<file path="src/rtl/dv_tb_pkg.sv">
// -----------------------------------------------------------------------------
// dv_tb_pkg
// Shared types and constants for the riscv-dv end-of-test monitor.
//   state_e        : monitor FSM states (IDLE, RUN, DONE)
//   RES_TRAP       : result code reported when the core traps
//   RES_TIMEOUT    : result code reported when the run budget expires
//   wstrb_to_mask  : expands 4 byte strobes into a 32-bit byte mask
// -----------------------------------------------------------------------------
package dv_tb_pkg;

  typedef enum logic [1:0] {
    IDLE = 2'd0,
    RUN  = 2'd1,
    DONE = 2'd2
  } state_e;

  localparam logic [31:0] RES_TRAP    = 32'hDEAD_0001;
  localparam logic [31:0] RES_TIMEOUT = 32'hDEAD_0002;

  // Each strobe bit enables the corresponding byte lane of the write data.
  function automatic logic [31:0] wstrb_to_mask(input logic [3:0] wstrb);
    logic [31:0] mask;
    mask = {{8{wstrb[3]}}, {8{wstrb[2]}}, {8{wstrb[1]}}, {8{wstrb[0]}}};
    return mask;
  endfunction

endpackage

</file>
<file path="src/rtl/dv_sig_accum.sv">
// -----------------------------------------------------------------------------
// dv_sig_accum
// Rotate-XOR checksum over writes that land inside the signature window.
// Ports:
//   i_clk, i_reset : clock, synchronous active-high reset
//   i_en           : qualified write beat while the test is running
//   i_addr         : write byte address
//   i_wdata        : write data
//   i_wstrb        : byte strobes (masks the data folded into the checksum)
//   o_sig          : registered checksum
// -----------------------------------------------------------------------------
module dv_sig_accum
  import dv_tb_pkg::*;
#(
  parameter logic [31:0] SIG_BASE  = 32'h0000_2000,
  parameter int unsigned SIG_WORDS = 64
) (
  input  logic        i_clk,
  input  logic        i_reset,
  input  logic        i_en,
  input  logic [31:0] i_addr,
  input  logic [31:0] i_wdata,
  input  logic [3:0]  i_wstrb,
  output logic [31:0] o_sig
);

  // Upper bound kept at 33 bits so a window touching the top of memory
  // does not wrap back to address 0.
  localparam logic [32:0] SIG_END = {1'b0, SIG_BASE} + 33'(SIG_WORDS * 4);

  logic        w_in_win;
  logic        w_upd;
  logic [31:0] w_sig_next;
  logic [31:0] r_sig;

  assign w_in_win   = ({1'b0, i_addr} >= {1'b0, SIG_BASE}) && ({1'b0, i_addr} < SIG_END);
  assign w_upd      = i_en && w_in_win;
  assign w_sig_next = {r_sig[30:0], r_sig[31]} ^ (i_wdata & wstrb_to_mask(i_wstrb));

  // Checksum register: cleared by reset, folds in each in-window write.
  always_ff @(posedge i_clk) begin
    if (i_reset) begin
      r_sig <= 32'd0;
    end else if (w_upd) begin
      r_sig <= w_sig_next;
    end else begin
      r_sig <= r_sig;
    end
  end

  assign o_sig = r_sig;

endmodule

</file>
<file path="src/rtl/dv_test_monitor.sv">
// -----------------------------------------------------------------------------
// dv_test_monitor
// End-of-test monitor for the PicoRV32 riscv-dv bench. Snoops the native
// memory bus and ends the test on a tohost write, a trap or a timeout.
// Ports:
//   i_clk, i_reset     : clock, synchronous active-high reset
//   i_test_start       : level, starts the run when seen high in IDLE
//   i_mem_valid/ready  : bus handshake; a beat with nonzero strobes is a write
//   i_mem_addr/wdata   : request byte address and write data
//   i_mem_wstrb        : byte strobes, 0 means read
//   i_trap             : core trap indication
//   o_test_done        : sticky end-of-test flag
//   o_test_pass        : pass/fail, meaningful when o_test_done=1
//   o_test_result      : result code (tohost data or DEAD_000x)
//   o_timeout          : sticky, test ended by timeout
//   o_cycle_count      : RUN cycles elapsed (saturating)
//   o_signature        : rotate-XOR checksum of signature-window writes
// -----------------------------------------------------------------------------
module dv_test_monitor
  import dv_tb_pkg::*;
#(
  parameter logic [31:0] TOHOST_ADDR    = 32'h0000_1000,
  parameter logic [31:0] SIG_BASE       = 32'h0000_2000,
  parameter int unsigned SIG_WORDS      = 64,
  parameter int unsigned TIMEOUT_CYCLES = 100000,
  parameter int unsigned CNT_W          = 32
) (
  input  logic             i_clk,
  input  logic             i_reset,
  input  logic             i_test_start,
  input  logic             i_mem_valid,
  input  logic             i_mem_ready,
  input  logic [31:0]      i_mem_addr,
  input  logic [31:0]      i_mem_wdata,
  input  logic [3:0]       i_mem_wstrb,
  input  logic             i_trap,
  output logic             o_test_done,
  output logic             o_test_pass,
  output logic [31:0]      o_test_result,
  output logic             o_timeout,
  output logic [CNT_W-1:0] o_cycle_count,
  output logic [31:0]      o_signature
);

  // Count value seen during the last allowed RUN cycle; unused when disabled.
  localparam logic [CNT_W-1:0] TO_LAST =
    (TIMEOUT_CYCLES == 0) ? {CNT_W{1'b0}} : CNT_W'(TIMEOUT_CYCLES - 1);
  localparam bit TO_EN = (TIMEOUT_CYCLES != 0);

  state_e           r_state;
  state_e           w_state_next;
  logic             r_done;
  logic             r_pass;
  logic [31:0]      r_result;
  logic             r_timeout;
  logic [CNT_W-1:0] r_count;

  logic             w_done_next;
  logic             w_pass_next;
  logic [31:0]      w_result_next;
  logic             w_timeout_next;
  logic [CNT_W-1:0] w_count_next;

  logic             w_wr;
  logic             w_tohost;
  logic             w_to_hit;
  logic             w_run;

  assign w_wr     = i_mem_valid && i_mem_ready && (|i_mem_wstrb);
  assign w_tohost = w_wr && (i_mem_addr[31:2] == TOHOST_ADDR[31:2]);
  assign w_to_hit = TO_EN && (r_count == TO_LAST);
  assign w_run    = (r_state == RUN);

  // Next-state and next-output logic; everything holds unless changed below.
  always_comb begin
    w_state_next   = r_state;
    w_done_next    = r_done;
    w_pass_next    = r_pass;
    w_result_next  = r_result;
    w_timeout_next = r_timeout;
    w_count_next   = r_count;
    case (r_state)
      IDLE: begin
        w_count_next = {CNT_W{1'b0}};
        if (i_test_start) begin
          w_state_next = RUN;
        end else begin
          w_state_next = IDLE;
        end
      end
      RUN: begin
        // The count also advances on the ending edge, so a tohost write seen
        // with count N leaves the counter at N+1.
        if (r_count != {CNT_W{1'b1}}) begin
          w_count_next = r_count + {{(CNT_W-1){1'b0}}, 1'b1};
        end else begin
          w_count_next = r_count;
        end
        if (w_tohost) begin
          w_state_next  = DONE;
          w_done_next   = 1'b1;
          w_pass_next   = (i_mem_wdata == 32'd1);
          w_result_next = i_mem_wdata;
        end else if (i_trap) begin
          w_state_next  = DONE;
          w_done_next   = 1'b1;
          w_pass_next   = 1'b0;
          w_result_next = RES_TRAP;
        end else if (w_to_hit) begin
          w_state_next   = DONE;
          w_done_next    = 1'b1;
          w_pass_next    = 1'b0;
          w_result_next  = RES_TIMEOUT;
          w_timeout_next = 1'b1;
        end else begin
          w_state_next = RUN;
        end
      end
      DONE: begin
        w_state_next = DONE;
      end
      default: begin
        w_state_next = IDLE;
      end
    endcase
  end

  // State and status registers; reset aborts from any state on this edge.
  always_ff @(posedge i_clk) begin
    if (i_reset) begin
      r_state   <= IDLE;
      r_done    <= 1'b0;
      r_pass    <= 1'b0;
      r_result  <= 32'd0;
      r_timeout <= 1'b0;
      r_count   <= {CNT_W{1'b0}};
    end else begin
      r_state   <= w_state_next;
      r_done    <= w_done_next;
      r_pass    <= w_pass_next;
      r_result  <= w_result_next;
      r_timeout <= w_timeout_next;
      r_count   <= w_count_next;
    end
  end

  dv_sig_accum #(
    .SIG_BASE  (SIG_BASE),
    .SIG_WORDS (SIG_WORDS)
  ) u_sig_accum (
    .i_clk   (i_clk),
    .i_reset (i_reset),
    .i_en    (w_run && w_wr),
    .i_addr  (i_mem_addr),
    .i_wdata (i_mem_wdata),
    .i_wstrb (i_mem_wstrb),
    .o_sig   (o_signature)
  );

  assign o_test_done   = r_done;
  assign o_test_pass   = r_pass;
  assign o_test_result = r_result;
  assign o_timeout     = r_timeout;
  assign o_cycle_count = r_count;

endmodule

</file>
<file path="config.mk">
export PLATFORM = sky130hd
export DESIGN_NAME = dv_test_monitor
export DESIGN_NICKNAME = d
export VERILOG_FILES = /design/src/rtl/dv_tb_pkg.sv /design/src/rtl/dv_sig_accum.sv /design/src/rtl/dv_test_monitor.sv
export SDC_FILE = /design/constraint.sdc
export NUM_CORES = 1
export LEC_CHECK = 0
export ABC_AREA = 1
export CAP_MARGIN = 10
export CORE_ASPECT_RATIO = 0.8
export CORE_MARGIN = 5
export CORE_UTILIZATION = 50
export CTS_BUF_LIST = sky130_fd_sc_hd__clkbuf_8
export DETAILED_ROUTE_END_ITERATION = 12
export PLACE_DENSITY = 0.89
export RECOVER_POWER = 25
export SYNTH_ARGS = -nofsm -noshare
export SYNTH_HDL_FRONTEND = slang
export SYNTH_HIERARCHICAL = 1
export SYNTH_SLANG_ARGS = --single-unit
</file>
<file path="constraint.sdc">
create_clock -name i_clk -period 4.2 [get_ports i_clk]
set_input_delay 1.05 -clock i_clk [delete_from_list [all_inputs] [get_ports i_clk]]
set_output_delay 1.05 -clock i_clk [all_outputs]
set_load 0.01 [all_outputs]
</file>
==> metrics <==
peak supply drop=0.156 mV; TritonRoute pass-1 iters=5; Setup crit start kind=flip-flop; WL/cell=14.6 um; Final GP Congestion=0.959; fmax=0.309 GHz; CTS tree=built; largest area contributor in the netlist=dfxtp_1; critical path required time=4480 ps; Tightest Hold Check Type=flip-flop to flip-flop; initial core utilization=0.512; clock-pin slew on the worst setup and hold paths=100 ps; cts hold-fix bufs=0; min-delay src=o_test_result[0]$_SDFFE_PP0P_; Hold Path Stages=2; total number of vias=6906; post-route ant nets=0; Die Y=107 um; Sw Ratio=0.253; vias in the first global route=6011; final WL=18.6 mm; number of synthesized register bits=101; fin util=0.682; Crit Path Class=flip-flop to flip-flop; clock power share=0.374; Cells after Synth=975; H-Tree Depth=3; Reg2Reg Depth=12; Max Cap Violations=0; PwrDens=251 nW/um2; Comb pwr share=0.131; clock skew=12.3 ps; placeable core area=11600 um2; worst r2r src=o_cycle_count[0]$_SDFFE_PP0P_; Ant. Diodes=0; Setup crit end kind=flip-flop; gr ovfl total=0; CP cell instances=ha_1, inv_1, nor2_1, nand2_4, nor2_1, nand3_1, nand2_1, inv_4, nand2_1, nand2_1, nand2_1, nor2_1; Yosys cell types=33; Worst Path Buf+Inv=2; Period minus WS final=3240 ps; CP most frequent cell=nand2_1; Yosys top cell area share=0.342; Avg Inst Size Synth=6.07 um2; DRC viols=0; port bufs=170; DPL Wire Length=13.8 mm; first-pass GRT wire length=29.8 mm; Rows=35; post-synthesis sequential area ratio=0.342; worst skew pair latency=370 ps; CP Max Fanout=28; Cells after DPL=1260; CTS sink count=101; worst setup margin=965 ps; Post-Syn Nets=1050; Final Max Tran Viols=0; CTS buffer count=9; Setup TNS Final=0 ps; Leak=3.00 nW; NumNets Final=1198; Area contributors post-synth=dfxtp_1 34%, nand2_1 17%, nor2_1 13%; part of the power in registers=0.495; post-cts sizing count=0; Vias/cell=5.41; Post-Place Setup Slack=751 ps; Slew Limit Headroom=0.306; # Post-CTS Setup Buffers=0; Pint=0.00148 W; CP Depth=12; CP top delay family=simple AND/OR/NAND/NOR gates; Clk Tree Root Cell=clkbuf_8; reg-to-reg slack, setup=960 ps; largest net degree at the start of global routing=55; CP max stage cell=nand2_1; Critical Path Max Stage Delay=820 ps; RSZ-0062 raised after global routing=false; Final period util=0.770; area grow syn2layout=33.3%; GRT Overall Usage=0.253; worst reg2reg path endpoint=o_cycle_count[16]$_SDFFE_PP0P_; Die W=132 um; buffers from clock root to sink, at most=2; 1st-iter DRT viols=602; share of layout cells above drive strength 1=0.0372; data arrival time of the critical path=3510 ps; final setup violation count=0; Post-Syn Area=5920 um2; Slew @ Worst Pin=1040 ps; final hold viol count=0; # IOs=173; Finished Layout Cells=1276; P_sw=0.000501 W; YS warnings=6; status=completed; antenna violations before repair=0; Hold Path End=o_test_result[0]$_SDFFE_PP0P_; die area=14100 um2
-- layout make-up --
type	count	area [um2]
repair buffers	183	1800
clock inverters	7	115
well taps	148	185
inverters	76	288
fillers	1008	3670
multi-input cells	752	3350
clock buffers	9	124
flip-flops and latches	101	2020
-- synthesized netlist by cell type, drive strengths merged --
master and instances:
a211oi 1, a21oi 59, and2 1, and3 2, buf 26, clkbuf 20, dfxtp 101, ha 1
inv 76, nand2 279, nand3 77, nand3b 27, nand4 44, nor2 220, nor3 19, nor3b 4
nor4 1, o211ai 1, o21ai 13, o21bai 1, or3 1, xor2 1
-- tightest hold or removal path, cell delays in order (launching register included) --
cell	delay (ps)
dfxtp_1	320
nand2_1	60
a21oi_1	50
-- worst max-delay path by stage --
stage                             startpoint                                 end  slack [ps]
5_1_grt        o_cycle_count[0]$_SDFFE_PP0P_      o_cycle_count[16]$_SDFFE_PP0P_         660
4_1_cts                       i_mem_wstrb[1]      o_test_result[17]$_SDFFE_PP0P_        1140
2_1_floorplan                 i_mem_wstrb[1]  u_sig_accum/o_sig[10]$_SDFFE_PP0P_        1880
6_report       o_cycle_count[0]$_SDFFE_PP0P_      o_cycle_count[16]$_SDFFE_PP0P_         960
3_5_place_dp                  i_mem_wstrb[1]      o_test_result[17]$_SDFFE_PP0P_         750
3_3_place_gp                  i_mem_wstrb[1]   u_sig_accum/o_sig[0]$_SDFFE_PP0P_         820
-- cells by family (layout without fill, tap and decap cells) --
family,Yosys count,count (layout),synth area share
compound gates,75,75,0.0656
xor+xnor,1,1,0.00148
fa+ha+maj,1,1,0.00211
buf+inv,122,275,0.0871
flops,101,101,0.342
simple gates,675,675,0.502
-- registers in the layout, summed over array words and instances, names as in the netlist --
signal,cells
o_test_pass,1
o_test_done,1
o_test_result,32
r_state,2
u_sig_accum/o_sig,32
o_cycle_count,32
o_timeout,1
-- placed cells by master (no fill, tap or decap), types with 4 or more instances in the layout --
| cell | synthesis | final |
|---|---|---|
| nand3b_1 | 27 | 27 |
| nor3b_1 | 4 | 4 |
| nand3_1 | 76 | 77 |
| dfxtp_1 | 101 | 101 |
| o21ai_0 | 12 | 12 |
| inv_1 | 75 | 76 |
| nor2_1 | 212 | 212 |
| nor2_2 | 4 | 5 |
| clkbuf_8 | 0 | 9 |
| nand2_1 | 275 | 276 |
| nor3_1 | 18 | 18 |
| a21oi_1 | 59 | 59 |
| clkdlybuf4s50_1 | 0 | 137 |
| dlygate4sd3_1 | 0 | 33 |
| buf_4 | 2 | 13 |
| nand4_1 | 44 | 44 |
-- metrics by stage --
| stage | power [W] | hold slack (ps) | cell area, um2 |
|---|---|---|---|
| after floorplan | 0.00112 | 454 | 5920 |
| after global placement | 0.00126 | 450 | 7680 |
| after detailed placement | 0.00126 | 454 | 7680 |
| after CTS | 0.00199 | 471 | 7920 |
| after global routing | 0.00206 | 472 | 7890 |
| final | 0.00198 | 465 | 7890 |
-- metal layers --
layer | up-vias | share of wire | GRT usage
met5 | - | 0 | 0
met4 | 0 | 0.020 | 0.0720
met3 | 32 | 0.10 | 0.0729
met2 | 320 | 0.44 | 0.392
met1 | 3118 | 0.44 | 0.345
li1 | 3436 | - | -
-- power by group through the flow --
| stage | registers [W] | clock network, W | logic (W) |
|---|---|---|---|
| 6_report | 0.000980 | 0.000739 | 0.000259 |
| 5_1_grt | 0.000982 | 0.000797 | 0.000284 |
| 4_1_cts | 0.000980 | 0.000751 | 0.000260 |
| 3_5_place_dp | 0.00100 | 0 | 0.000259 |
| 3_3_place_gp | 0.00100 | 0 | 0.000256 |
| 2_1_floorplan | 0.00100 | 0 | 0.000116 |
Note: power is estimated with default switching activity, not from simulation.
